[config.mk]
export PLATFORM = sky130hd
export DESIGN_NAME = tft_bus_target
export DESIGN_NICKNAME = d
export VERILOG_FILES = /design/src/rtl/tft_pkg.sv /design/src/rtl/tft_px_fifo.sv /design/src/rtl/tft_bus_target.sv
export SDC_FILE = /design/constraint.sdc
export NUM_CORES = 1
export LEC_CHECK = 0
export ABC_AREA = 1
export CORE_ASPECT_RATIO = 2
export CORE_MARGIN = 8
export CORE_UTILIZATION = 36
export DETAILED_ROUTE_END_ITERATION = 16
export DONT_BUFFER_PORTS = 1
export GPL_TIMING_DRIVEN = 0
export HOLD_SLACK_MARGIN = 0.06
export SYNTH_ARGS = -nofsm -noshare
export SYNTH_HDL_FRONTEND = slang
export SYNTH_SLANG_ARGS = --single-unit
[constraint.sdc]
create_clock -name csi_clk -period 3.76 [get_ports csi_clk]
set_input_delay 0.564 -clock csi_clk [delete_from_list [all_inputs] [get_ports csi_clk]]
set_output_delay 0.564 -clock csi_clk [all_outputs]
set_load 0.005 [all_outputs]
[src/rtl/tft_pkg.sv]
// Shared constants and types for the parallel TFT bus target.
package tft_pkg;

  localparam logic [7:0] CMD_NOP   = 8'h00;
  localparam logic [7:0] CMD_CASET = 8'h2A;
  localparam logic [7:0] CMD_PASET = 8'h2B;
  localparam logic [7:0] CMD_RAMWR = 8'h2C;

  localparam logic [15:0] TFT_ID = 16'h9341;

  typedef enum logic [1:0] {
    IDLE,
    CASET,
    PASET,
    RAMWR
  } tft_state_e;

  localparam int STAT_NONEMPTY = 0;
  localparam int STAT_OVF      = 1;
  localparam int STAT_WERR     = 2;

endpackage

[src/rtl/tft_px_fifo.sv]
// 4-deep pixel FIFO between bus decode and the framebuffer master.
module tft_px_fifo #(
  parameter int W = 33
) (
  input  logic         clk,
  input  logic         rst_n,
  input  logic         push,
  input  logic         pop,
  input  logic [W-1:0] wdata,
  output logic [W-1:0] rdata,
  output logic         full,
  output logic         empty
);

  logic [W-1:0] mem_q [4];
  logic [W-1:0] mem_d [4];
  logic [1:0]   wptr_q, wptr_d;
  logic [1:0]   rptr_q, rptr_d;
  logic [2:0]   cnt_q, cnt_d;
  logic         do_push, do_pop;

  assign full    = (cnt_q == 3'd4);
  assign empty   = (cnt_q == 3'd0);
  assign rdata   = mem_q[rptr_q];
  assign do_push = push & ~full;
  assign do_pop  = pop & ~empty;

  always_comb begin
    mem_d  = mem_q;
    wptr_d = wptr_q;
    rptr_d = rptr_q;
    if (do_push) begin
      mem_d[wptr_q] = wdata;
      wptr_d = wptr_q + 2'd1;
    end
    if (do_pop) rptr_d = rptr_q + 2'd1;
    cnt_d = cnt_q + 3'(do_push) - 3'(do_pop);
  end

  always_ff @(posedge clk or negedge rst_n) begin
    if (!rst_n) begin
      for (int i = 0; i < 4; i++) mem_q[i] <= '0;
      wptr_q <= '0;
      rptr_q <= '0;
      cnt_q  <= '0;
    end else begin
      mem_q  <= mem_d;
      wptr_q <= wptr_d;
      rptr_q <= rptr_d;
      cnt_q  <= cnt_d;
    end
  end

endmodule

[src/rtl/tft_bus_target.sv]
// 8080-style TFT bus responder feeding a linear framebuffer.
// Optional read path: define TFT_TGT_READBACK_EN.
module tft_bus_target #(
  parameter int H_RES  = 320,
  parameter int V_RES  = 240,
  parameter int ADDR_W = 17
) (
  input  logic              csi_clk,
  input  logic              csi_reset_n,
  input  logic              lcd_cs_n,
  input  logic              lcd_wr_n,
  input  logic              lcd_rd_n,
  input  logic              lcd_rs,
  input  logic [15:0]       lcd_db_i,
  output logic [15:0]       lcd_db_o,
  output logic              lcd_db_oe,
  output logic [ADDR_W-1:0] fb_address,
  output logic [15:0]       fb_writedata,
  output logic              fb_write,
  input  logic              fb_waitrequest
);

  import tft_pkg::*;

  logic [1:0]  cs_sq, wr_sq, rs_sq;
  logic [15:0] db1_q, db2_q;
  logic        wr_prev_q;
  logic        cs_s, wr_s, rs_s;
  logic [15:0] db_s;
  logic        wr_evt;

  assign cs_s   = cs_sq[1];
  assign wr_s   = wr_sq[1];
  assign rs_s   = rs_sq[1];
  assign db_s   = db2_q;
  assign wr_evt = wr_s & ~wr_prev_q & ~cs_s;

  always_ff @(posedge csi_clk or negedge csi_reset_n) begin
    if (!csi_reset_n) begin
      cs_sq     <= 2'b11;
      wr_sq     <= 2'b11;
      rs_sq     <= 2'b00;
      db1_q     <= '0;
      db2_q     <= '0;
      wr_prev_q <= 1'b1;
    end else begin
      cs_sq     <= {cs_sq[0], lcd_cs_n};
      wr_sq     <= {wr_sq[0], lcd_wr_n};
      rs_sq     <= {rs_sq[0], lcd_rs};
      db1_q     <= lcd_db_i;
      db2_q     <= db1_q;
      wr_prev_q <= wr_s;
    end
  end

  tft_state_e  state_q, state_d;
  logic [1:0]  idx_q, idx_d;
  logic [23:0] par_q, par_d;
  logic [15:0] sc_q, sc_d, ec_q, ec_d;
  logic [15:0] sp_q, sp_d, ep_q, ep_d;
  logic [15:0] x_q, x_d, y_q, y_d;
  logic        ovf_q, ovf_d;
  logic        werr_q, werr_d;

  logic        fifo_push, fifo_full, fifo_empty;
  logic [ADDR_W-1:0] px_addr;
  logic [ADDR_W+15:0] fifo_rdata;
  logic [15:0] p_start, p_end, p_lim;
  logic        win_ok;
  logic        clr_flags;

  assign px_addr = ADDR_W'(y_q) * ADDR_W'(H_RES) + ADDR_W'(x_q);
  assign p_start = par_q[23:8];
  assign p_end   = {par_q[7:0], db_s[7:0]};
  assign p_lim   = (state_q == CASET) ? 16'(H_RES) : 16'(V_RES);
  assign win_ok  = (p_start <= p_end) && (p_end < p_lim);

`ifdef TFT_TGT_READBACK_EN
  logic [1:0]  rd_sq;
  logic        rd_prev_q;
  logic        rd_s, rd_fall, rd_rise;
  logic        stat_rd_q, stat_rd_d;
  logic [15:0] dbo_q, dbo_d;
  logic        oe_q, oe_d;
  logic [15:0] status;

  assign rd_s    = rd_sq[1];
  assign rd_fall = ~rd_s & rd_prev_q & ~cs_s;
  assign rd_rise = rd_s & ~rd_prev_q;

  always_comb begin
    status = '0;
    status[STAT_NONEMPTY] = ~fifo_empty;
    status[STAT_OVF]      = ovf_q;
    status[STAT_WERR]     = werr_q;
    dbo_d     = dbo_q;
    stat_rd_d = stat_rd_q;
    clr_flags = 1'b0;
    oe_d      = ~cs_s & ~rd_s;
    if (rd_fall) begin
      dbo_d     = rs_s ? TFT_ID : status;
      stat_rd_d = ~rs_s;
    end else if (rd_rise) begin
      clr_flags = stat_rd_q;
      stat_rd_d = 1'b0;
    end
  end

  always_ff @(posedge csi_clk or negedge csi_reset_n) begin
    if (!csi_reset_n) begin
      rd_sq     <= 2'b11;
      rd_prev_q <= 1'b1;
      stat_rd_q <= 1'b0;
      dbo_q     <= '0;
      oe_q      <= 1'b0;
    end else begin
      rd_sq     <= {rd_sq[0], lcd_rd_n};
      rd_prev_q <= rd_s;
      stat_rd_q <= stat_rd_d;
      dbo_q     <= dbo_d;
      oe_q      <= oe_d;
    end
  end

  assign lcd_db_o  = dbo_q;
  assign lcd_db_oe = oe_q;
`else
  logic unused_rd;
  assign unused_rd = lcd_rd_n;
  assign clr_flags = 1'b0;
  assign lcd_db_o  = '0;
  assign lcd_db_oe = 1'b0;
`endif

  always_comb begin
    state_d   = state_q;
    idx_d     = idx_q;
    par_d     = par_q;
    sc_d      = sc_q;
    ec_d      = ec_q;
    sp_d      = sp_q;
    ep_d      = ep_q;
    x_d       = x_q;
    y_d       = y_q;
    ovf_d     = ovf_q;
    werr_d    = werr_q;
    fifo_push = 1'b0;
    if (clr_flags) begin
      ovf_d  = 1'b0;
      werr_d = 1'b0;
    end
    if (wr_evt && !rs_s) begin
      unique case (db_s[7:0])
        CMD_CASET: begin
          state_d = CASET;
          idx_d   = '0;
        end
        CMD_PASET: begin
          state_d = PASET;
          idx_d   = '0;
        end
        CMD_RAMWR: begin
          state_d = RAMWR;
          x_d     = sc_q;
          y_d     = sp_q;
        end
        default: state_d = IDLE;
      endcase
    end else if (wr_evt) begin
      unique case (state_q)
        CASET, PASET: begin
          idx_d = idx_q + 2'd1;
          par_d = {par_q[15:0], db_s[7:0]};
          if (idx_q == 2'd3) begin
            state_d = IDLE;
            if (!win_ok) begin
              werr_d = 1'b1;
            end else if (state_q == CASET) begin
              sc_d = p_start;
              ec_d = p_end;
            end else begin
              sp_d = p_start;
              ep_d = p_end;
            end
          end
        end
        RAMWR: begin
          fifo_push = ~fifo_full;
          if (fifo_full) ovf_d = 1'b1;
          if (x_q != ec_q) begin
            x_d = x_q + 16'd1;
          end else begin
            x_d = sc_q;
            y_d = (y_q != ep_q) ? y_q + 16'd1 : sp_q;
          end
        end
        default: ;
      endcase
    end
  end

  always_ff @(posedge csi_clk or negedge csi_reset_n) begin
    if (!csi_reset_n) begin
      state_q <= IDLE;
      idx_q   <= '0;
      par_q   <= '0;
      sc_q    <= '0;
      ec_q    <= 16'(H_RES - 1);
      sp_q    <= '0;
      ep_q    <= 16'(V_RES - 1);
      x_q     <= '0;
      y_q     <= '0;
      ovf_q   <= 1'b0;
      werr_q  <= 1'b0;
    end else begin
      state_q <= state_d;
      idx_q   <= idx_d;
      par_q   <= par_d;
      sc_q    <= sc_d;
      ec_q    <= ec_d;
      sp_q    <= sp_d;
      ep_q    <= ep_d;
      x_q     <= x_d;
      y_q     <= y_d;
      ovf_q   <= ovf_d;
      werr_q  <= werr_d;
    end
  end

  tft_px_fifo #(
    .W(ADDR_W + 16)
  ) u_fifo (
    .clk   (csi_clk),
    .rst_n (csi_reset_n),
    .push  (fifo_push),
    .pop   (fb_write & ~fb_waitrequest),
    .wdata ({px_addr, db_s}),
    .rdata (fifo_rdata),
    .full  (fifo_full),
    .empty (fifo_empty)
  );

  assign fb_write     = ~fifo_empty;
  assign fb_address   = fifo_rdata[ADDR_W+15:16];
  assign fb_writedata = fifo_rdata[15:0];

endmodule
### Word level (Yosys, flattened, before mapping)

Index checks and enable logic that the tools add are counted.

| storage, ports and cells | value |
|---|---|
| flip-flop bits (word level) | 302 |
| input port bits | 23 |
| output and inout bits | 51 |
| logic and storage cells | 111 |

| cells by class | value |
|---|---|
| add/sub/neg operators | 8 |
| multipliers | 1 |
| magnitude comparators | 5 |
| equal/unequal tests | 13 |
| muxes and demuxes | 30 |
| bitwise logic cells | 14 |
| reduce and logical (&&, ||, !) cells | 18 |

Operators by type and width:

| cell | number |
|---|---|
| 16-bit two-way mux | 11 |
| 132-bit bitwise mux | 1 |
| 33-bit two-way mux | 3 |
| 33-bit binary-select mux with 2-bit select | 1 |
| 33-bit demux with 2-bit select | 1 |
| 16-bit by 1-bit adder with 16-bit output (second input constant) | 2 |
| 16-bit inequality test | 2 |
| 8-bit by 6-bit equality test with 1-bit output (second input constant) | 3 |
| 17-bit by 16-bit adder with 17-bit output | 1 |
| 16-bit less-or-equal comparator | 1 |
| 16-bit by 9-bit less-than comparator with 1-bit output | 1 |
| 16-bit by 3-bit multiplier with 11-bit output (second input constant) | 1 |
| 2-bit two-way mux | 8 |
| 3-bit AND reduction | 4 |
| 6-bit AND reduction | 2 |
| 9-bit two-way mux | 1 |
| 2-bit nonzero test | 4 |
| 1-bit inverter | 7 |
| 2-bit by 1-bit adder with 2-bit output (second input constant) | 3 |
| 2-bit equality test (second input constant) | 3 |
| 3-bit >= comparator (second input constant) | 2 |
| 2-bit inverter with 3-bit output | 2 |
| 2-bit one-hot mux with 3 select lines | 1 |
| 1-bit AND | 5 |
| 13 further kinds | 19 |

### Longest topological paths before layout

Gate-level depths: netlist (run 1).

| logic depth | value |
|---|---|
| word-level depth | 8 |
| depth in mapped cells | 21 |

### Cells and area by module

A second synthesis (run 1) with hierarchy kept.

| unflattened totals | value |
|---|---|
| cells, all modules | 2,018 |
| area total of the unflattened synthesis | 15,986.6 um^2 |

By module, submodules not included:

| module | instances | cells an instance | area an instance (um^2) |
|---|---|---|---|
| tft_bus_target | 1 | 1,158 | 9,166.3 |
| tft_px_fifo | 1 | 860 | 6,820.3 |

### Least setup slack after synthesis (run 1)

No wires, ideal clock.

| timing path | value |
|---|---|
| kind | flip-flop to flip-flop |
| start point | reg y_q[1] |
| end point | reg u_fifo.mem_q[32] (netlist bit) |
| library setup time | 0.116 ns |
| arrival time | 2.877 ns |
| required time | 3.644 ns |
| slack | 0.767 ns |
| cell stages (with the launch flop) | 22 |
| path buffers | 0 |
| cell sequence | dfrtp_1 > ha_1 > ha_1 > fa_1 > a21oi_1 > o21ai_0 > nand2_1 > nand2_1 > a21oi_1 > xnor2_1 > ha_1 > nand2_1 > nor2_1 > nand2_1 > nor2_1 > inv_1 > nand3_1 > inv_1 > nand2_1 > nand2_1 > nand2_1 > nand2_1 |

| on the way | value |
|---|---|
| cells in the longest elaborated chain, start to end | 3 |

Ends and longest elaborated chain:

| item | line | RTL |
|---|---|---|
| start, declared | tft_bus_target.sv:61 | `logic [15:0] x_q, x_d, y_q, y_d;` |
| start signal, assigned | tft_bus_target.sv:224 | `y_q <= y_d;` |
| 16-bit by 3-bit multiplier with 11-bit output | tft_bus_target.sv:72 | `assign px_addr = ADDR_W'(y_q) * ADDR_W'(H_RES) + ADDR_W'(x_q);` |
| 17-bit by 16-bit adder with 17-bit output | tft_bus_target.sv:72 |  |
| 132-bit bitwise mux | tft_px_fifo.sv:33 | `mem_d[wptr_q] = wdata;` |
| end signal, assigned | tft_px_fifo.sv:47 | `mem_q <= mem_d;` |
| end, declared | tft_px_fifo.sv:15 | `logic [W-1:0] mem_q [4];` |

No other way between the ends.
A chain may end at the register's enable or synchronous reset.

### Worst setup path after layout (run 1)

| timing path | value |
|---|---|
| start point | reg y_q[3] |
| end point | reg u_fifo.mem_q[131] (netlist bit) |

Same word-level chain as after synthesis.

==> run metrics, run 1 <==
Comb pwr share around 17%; met3 usage under 10%; clock power share between 30 and 40%; Rel. slew slack 34.7%; switching part of the total power 30.4%; Post-synth top cells nand2_1 (622), dfrtp_1 (283), o21ai_0 (188); Hold Crit Class in -> async; r2r startpoint y_q[3]$_DFFE_PN0P_; fin nets ~2100; Worst R2R End u_fifo.mem_q[131]$_DFFE_PN0P_; final core area utilization between 40% and 50%; layer with the highest usage met2; Max IR drop VDD between 300 and 400 uV; die area approximately 50000 um^2; Peak Freq approximately 300 MHz; Final setup viols 0; Antenna diodes 0; pins over their slew limit 0; initial antenna violation count 0; total gr overflow 0; GPL Wtd Cong 0.904; Syn Area/Cell just over 8 um^2; global-route wire length before repair just over 70000 um; Syn Inst Count about 1900; total track usage 18.0%; asr flop ratio synth 100%; synthesized flop and latch total just over 300; minimum clock period 3.31 ns; setup TNS 0 ns; Yosys warning count 0; max cap viols 0; RSZ-0062 raised after global routing false; Clock transition at path regs roughly 0.070 ns; DP HPWL 33700 um; sequential power share 43.7%; fill count 4264; Num CTS Buffers 29; crit path max fanout 7; Placed Area approximately 16000 um^2; Die Y 308 um; Worst EP required 4.22 ns; TritonCTS clock tree done; worst setup margin roughly 0.45 ns; Setup CP Type reg -> reg; CORE AREA 42400 um^2; I/O pin cnt 74; via count between 10000 and 15000; clock sinks 302; Worst R2R Path Depth 21; hold slack -0.314 ns; Total Routed Length approximately 45000 um; vias in the first global route between 10000 and 15000; CP Capture Type flop; Final Hold Fails 288; post-route ant nets 0; Longest Clk Path Bufs 3; Initial DRC Count 737; worst path arrival time between 3 and 4 ns; Total Power just under 0.008 W; routed len/inst roughly 18 um; Die W 162 um; CTS H-Tree Depth 1; most common cell in the netlist nand2_1; area grow syn2layout 12.5%; PortBufs 0; Design Area, Final 17300 um^2; post-synthesis instance area between 15000 and 20000 um^2; CP startpoint y_q[3]$_DFFE_PN0P_; largest net degree at the start of global routing between 300 and 400; switching power 0.00235 W; initial core utilization a little over a third; reg2reg setup slack ~0.45 ns; Final Skew about 0.023 ns; row count between 100 and 150; Power Internal between 0.005 and 0.006 W; drt first pass iters 5; pre-CTS setup slack roughly 0.25 ns; Synth area leader dfrtp_1; leak pwr ~8.7 nW; slew at the pin with the worst max-slew slack ~0.98 ns; Critical Path Start Type flop; share of layout cells above drive strength 1 ~7.8%; PD cells between 400 and 500 nW/um^2; failing checks negative hold slack; grt met2 use between 30% and 40%; Netlist cell types slightly above 40; status complete, but fails checks; register area share after synthesis around half; Area contributors post-synth dfrtp_1 (46%), nand2_1 (15%), o21ai_0 (6.1%), ha_1 (4.6%), inv_1 (4.3%); DRC Markers 0; hold buffers post-CTS 19; post-synth top area share a little under half; predominant post-synthesis flop cell dfrtp_1; routed vias/inst between 5 and 6; EDFF count, synth 0; Clock Latency Late Sink about 0.58 ns; fin crit share 88.1%; root buf cell clkbuf_16; GR Util met1 between 10% and 20%
==> state kept, by name, summed over array words and instances, names as in the netlist <==
signal / count
u_fifo.mem_q: 132
par_q: 24
db1_q: 16
db2_q: 16
ec_q: 16
ep_q: 16
sc_q: 16
sp_q: 16
x_q: 16
y_q: 16
u_fifo.cnt_q: 3
cs_sq: 2
idx_q: 2
rs_sq: 2
state_q: 2
u_fifo.rptr_q: 2
u_fifo.wptr_q: 2
wr_sq: 2
wr_prev_q: 1
==> cell usage in the layout, fill, tap and decap left out, types with 8 or more instances in the layout <==
master / count
o21ai_0: 188
clkbuf_16: 29
a21oi_1: 20
inv_2: 10
nand4_1: 64
o22ai_1: 33
nand2_1: 621
dlygate4sd3_1: 19
clkbuf_1: 59
buf_6: 8
nor2_1: 132
nand3_1: 93
buf_4: 22
ha_1: 57
dfstp_2: 19
xor2_1: 29
conb_1: 17
clkinv_2: 8
inv_1: 178
nand3b_1: 16
buf_2: 23
dfrtp_1: 281
==> power groups by stage <==
| stage | clock network [W] | registers, W | logic, W |
|---|---|---|---|
| 6_report | 0.00300 | 0.00337 | 0.00134 |
| 5_1_grt | 0.00320 | 0.00337 | 0.00148 |
| 4_1_cts | 0.00307 | 0.00337 | 0.00137 |
| 3_5_place_dp | 0 | 0.00343 | 0.00135 |
| 3_3_place_gp | 0 | 0.00343 | 0.00134 |
| 2_1_floorplan | 0 | 0.00340 | 0.000879 |
==> layer usage <==
metal	up-vias	routed length [um]
met5	-	0
met4	0	2940
met3	125	1550
met2	329	25000
met1	6117	15500
li1	6233	-
==> final cells by class <==
cell class                      count  area [um^2]  area share (%)
Buffer                            103          543            3.14
Clock buffer                       40          817            4.72
Clock inverter                     13          139           0.802
Inverter                          188          706            4.08
Multi-Input combinational cell   1329         6630            38.3
Sequential cell                   302         7580            43.8
Tap cell                          545          682            3.94
Timing Repair Buffer               23          220            1.27
==> worst max-delay path, stage by stage (launching register included) <==
cell and delay (ns):
dfrtp_2 0.46, ha_1 0.30, ha_1 0.23, fa_1 0.40, a21oi_1 0.15, o21ai_0 0.13
nand2_1 0.09, nand2_1 0.05, a21oi_1 0.15, xnor2_1 0.09, ha_1 0.32, nand2_1 0.09
nor2_2 0.12, nand2_1 0.06, nor2_1 0.09, inv_1 0.05, nand3_1 0.09, inv_1 0.04
nand2_1 0.07, nand2_2 0.10, nand2_1 0.07, nand2_1 0.05
==> per-stage QoR <==
step,std cells,hold slack (ns)
finish,2543,-0.314
detailed placement,2467,0.284
CTS,2539,-0.344
global placement,2467,0.284
global route,2543,-0.350
floorplan,1922,0.268
==> kinds of logic (layout without fill, tap and decap cells) <==
| group | after synthesis | after routing | synth area share [%] |
|---|---|---|---|
| buf+inv | 291 | 367 | 8.11 |
| simple gates | 949 | 949 | 26.0 |
| mux | 7 | 7 | 0.512 |
| compound gates | 260 | 260 | 9.06 |
| xor+xnor | 36 | 36 | 2.05 |
| other cells | 1 | 17 | 0.0244 |
| flops | 302 | 302 | 49.3 |
| fa+ha+maj | 60 | 60 | 5.02 |
==> how the worst max path moves through the flow <==
stage	end	slack, ns	cells after the start
floorplan	u_fifo.mem_q[32]$_DFFE_PN0P_	0.77	21
CTS	u_fifo.mem_q[131]$_DFFE_PN0P_	0.22	21
global route	u_fifo.mem_q[131]$_DFFE_PN0P_	0.03	21
finish	u_fifo.mem_q[131]$_DFFE_PN0P_	0.45	21
detailed placement	u_fifo.mem_q[65]$_DFFE_PN0P_	0.25	21
global placement	u_fifo.mem_q[98]$_DFFE_PN0P_	0.26	21
==> what timing repair did <==
action                                 in CTS  in global routing
setup endpoints to repair                   0                  4
setup buffers                               0                  4
gates resized for setup                     0                  4
endpoints found under the hold margin     321                295
(Power assumes the default switching activity.)
==> run 2, diff against run 1 <==
--- a/config.mk
+++ b/config.mk
@@ -6,12 +6,11 @@
 export NUM_CORES = 1
 export LEC_CHECK = 0
 export ABC_AREA = 1
-export CORE_ASPECT_RATIO = 2
+export CORE_ASPECT_RATIO = 1.25
 export CORE_MARGIN = 8
 export CORE_UTILIZATION = 36
 export DETAILED_ROUTE_END_ITERATION = 16
 export DONT_BUFFER_PORTS = 1
-export GPL_TIMING_DRIVEN = 0
 export HOLD_SLACK_MARGIN = 0.06
 export SYNTH_ARGS = -nofsm -noshare
 export SYNTH_HDL_FRONTEND = slang
==> run metrics, run 2 (synthesis gave the netlist of run 1 again) <==
slew at the pin with the worst max-slew slack around 1.1 ns; max cap viols 0; clock sinks approximately 300; root buf cell clkbuf_16; Cells after DPL around 2400; pins over their slew limit 0; post-route ant nets 0; RSZ-0062 raised after global routing false; Critical Path Start Type flop; CORE AREA 42100 um^2; reg2reg setup slack approximately 0.42 ns; DRC Markers 0; routed len/inst about 15 um; Worst EP required 4.16 ns; Die W 201 um; CTS H-Tree Depth 2; initial antenna violation count 0; clock power share 42.7%; Total Routed Length 37200 um; Comb pwr share approximately 15%; CP Capture Type flop; share of layout cells above drive strength 1 approximately 6.5%; r2r startpoint y_q[1]$_DFFE_PN0P_; commonest non-fill, non-tap cell in the layout nand2_1; largest registers u_fifo.mem_q x132, par_q x24; Initial DRC Count around 740; PortBufs 0; vias in the first global route ~12000; Final Hold Fails 288; Top reg by flops u_fifo.mem_q; PD cells ~470 nW/um^2; hold slack -0.241 ns; Final setup viols 0; Power Internal about 0.0057 W; fill count ~4200; Die Y 247 um; switching power roughly 0.0022 W; area grow syn2layout 11.2%; Antenna diodes 0; largest net degree at the start of global routing slightly above 300; Worst R2R Path Depth 21; Final Skew 0.0210 ns; total gr overflow 0; leak pwr between 8 and 9 nW; status complete, but fails checks; max FFs per register 132; DP HPWL roughly 25000 um; sequential power share approximately two fifths; Peak Freq about 300 MHz; GPL Wtd Cong approximately 0.82; switching part of the total power between 20 and 30%; fin crit share approximately nine tenths; Longest Clk Path Bufs 3; Worst R2R End u_fifo.mem_q[98]$_DFFE_PN0P_; setup TNS 0 ns; Num CTS Buffers 34; Setup CP Type reg -> reg; row count 84; initial core utilization 36.5%; failing checks negative hold slack; I/O pin cnt 74; Rel. slew slack a little over a quarter; hold buffers post-CTS 19; most frequent cells in the layout nand2_1 (622), dfrtp_1 (282), o21ai_0 (188); drt first pass iters 5; total track usage about 15%; global-route wire length before repair around 62000 um; worst path arrival time about 3.7 ns; Setup crit end u_fifo.mem_q[98]$_DFFE_PN0P_; via count 12200; Max IR drop VDD 332 uV; CP startpoint y_q[1]$_DFFE_PN0P_; CTS resizes 0; crit path max fanout 8; routed vias/inst around 4.9; Clock transition at path regs about 0.06 ns; Clock Latency Late Sink between 0.5 and 0.6 ns; fin nets approximately 2000; TritonCTS clock tree done; die area just under 50000 um^2; Final Instance Count excl. Fillers 2474; Hold Crit Class in -> async; minimum clock period about 3.3 ns
==> run 2: repair_timing <==
action                                 4_1_cts  5_1_grt
buffers inserted                             0        0
setup endpoints to repair                    0        0
endpoints found under the hold margin      321      302
==> run 2: critical path: stages (launching register included) <==
cell,delay [ns]
dfrtp_1,0.47
ha_1,0.33
ha_1,0.23
fa_1,0.40
a21oi_1,0.16
o21ai_0,0.13
nand2_1,0.08
nand2_1,0.05
a21oi_1,0.15
xnor2_1,0.09
ha_1,0.31
nand2_1,0.08
nor2_1,0.15
nand2_1,0.07
nor2_1,0.08
inv_1,0.05
nand3_1,0.09
inv_1,0.04
nand2_1,0.05
nand2_1,0.09
nand2_1,0.08
nand2_1,0.05
==> run 2: how the worst min path moves through the flow <==
stage | to | slack [ns] | from | cells after the start
after CTS | db1_q[7]$_DFF_PN0_ | -0.27 | csi_reset_n | 0
after floorplan | db1_q[0]$_DFF_PN0_ | 0.27 | csi_reset_n | 0
final | db1_q[7]$_DFF_PN0_ | -0.24 | csi_reset_n | 0
after detailed placement | db1_q[7]$_DFF_PN0_ | 0.28 | csi_reset_n | 0
after global placement | db1_q[7]$_DFF_PN0_ | 0.28 | csi_reset_n | 0
after global routing | db1_q[7]$_DFF_PN0_ | -0.28 | csi_reset_n | 0
==> run 2: cell type report <==
cell class / count / area (um^2) / share of cell area, %
Sequential cell: 302 / 7580 / 44.3
Multi-Input combinational cell: 1329 / 6630 / 38.8
Clock buffer: 50 / 1000 / 5.86
Inverter: 188 / 706 / 4.12
Tap cell: 559 / 699 / 4.09
Timing Repair Buffer: 34 / 315 / 1.84
Clock inverter: 12 / 170 / 0.995
==> run 2: power by group through the flow <==
stage                     clock, W  sequential, W  combinational [W]
after floorplan                  0        0.00340           0.000879
after global placement           0        0.00340            0.00122
after detailed placement         0        0.00341            0.00124
after CTS                  0.00352        0.00335            0.00125
after global routing       0.00364        0.00335            0.00138
final                      0.00341        0.00335            0.00122
==> run 2: metrics by stage <==
step                      worst slack (ns)  power (W)  hold WS, ns  area [um^2]  utilization, %
after floorplan                      0.767    0.00428        0.268        15500               -
after global routing                 0.123    0.00836       -0.276        17100            40.6
final                                0.418    0.00798       -0.241        17100            40.6
after CTS                            0.394    0.00812       -0.273        17100            40.6
after global placement               0.427    0.00462        0.284        15700            37.4
after detailed placement             0.416    0.00464        0.284        15700            37.4
==> run 2: per-layer routing <==
layer  GRT usage, %  up-vias  share of wire [%]  routed length (um)
li1               -     6065                  -                   -
met1           18.8     5807                 45               16600
met2           26.0      241                 48               18000
met3           2.15       67                3.7                1390
met4           5.68        0                3.1                1140
met5              0        -                  0                   0
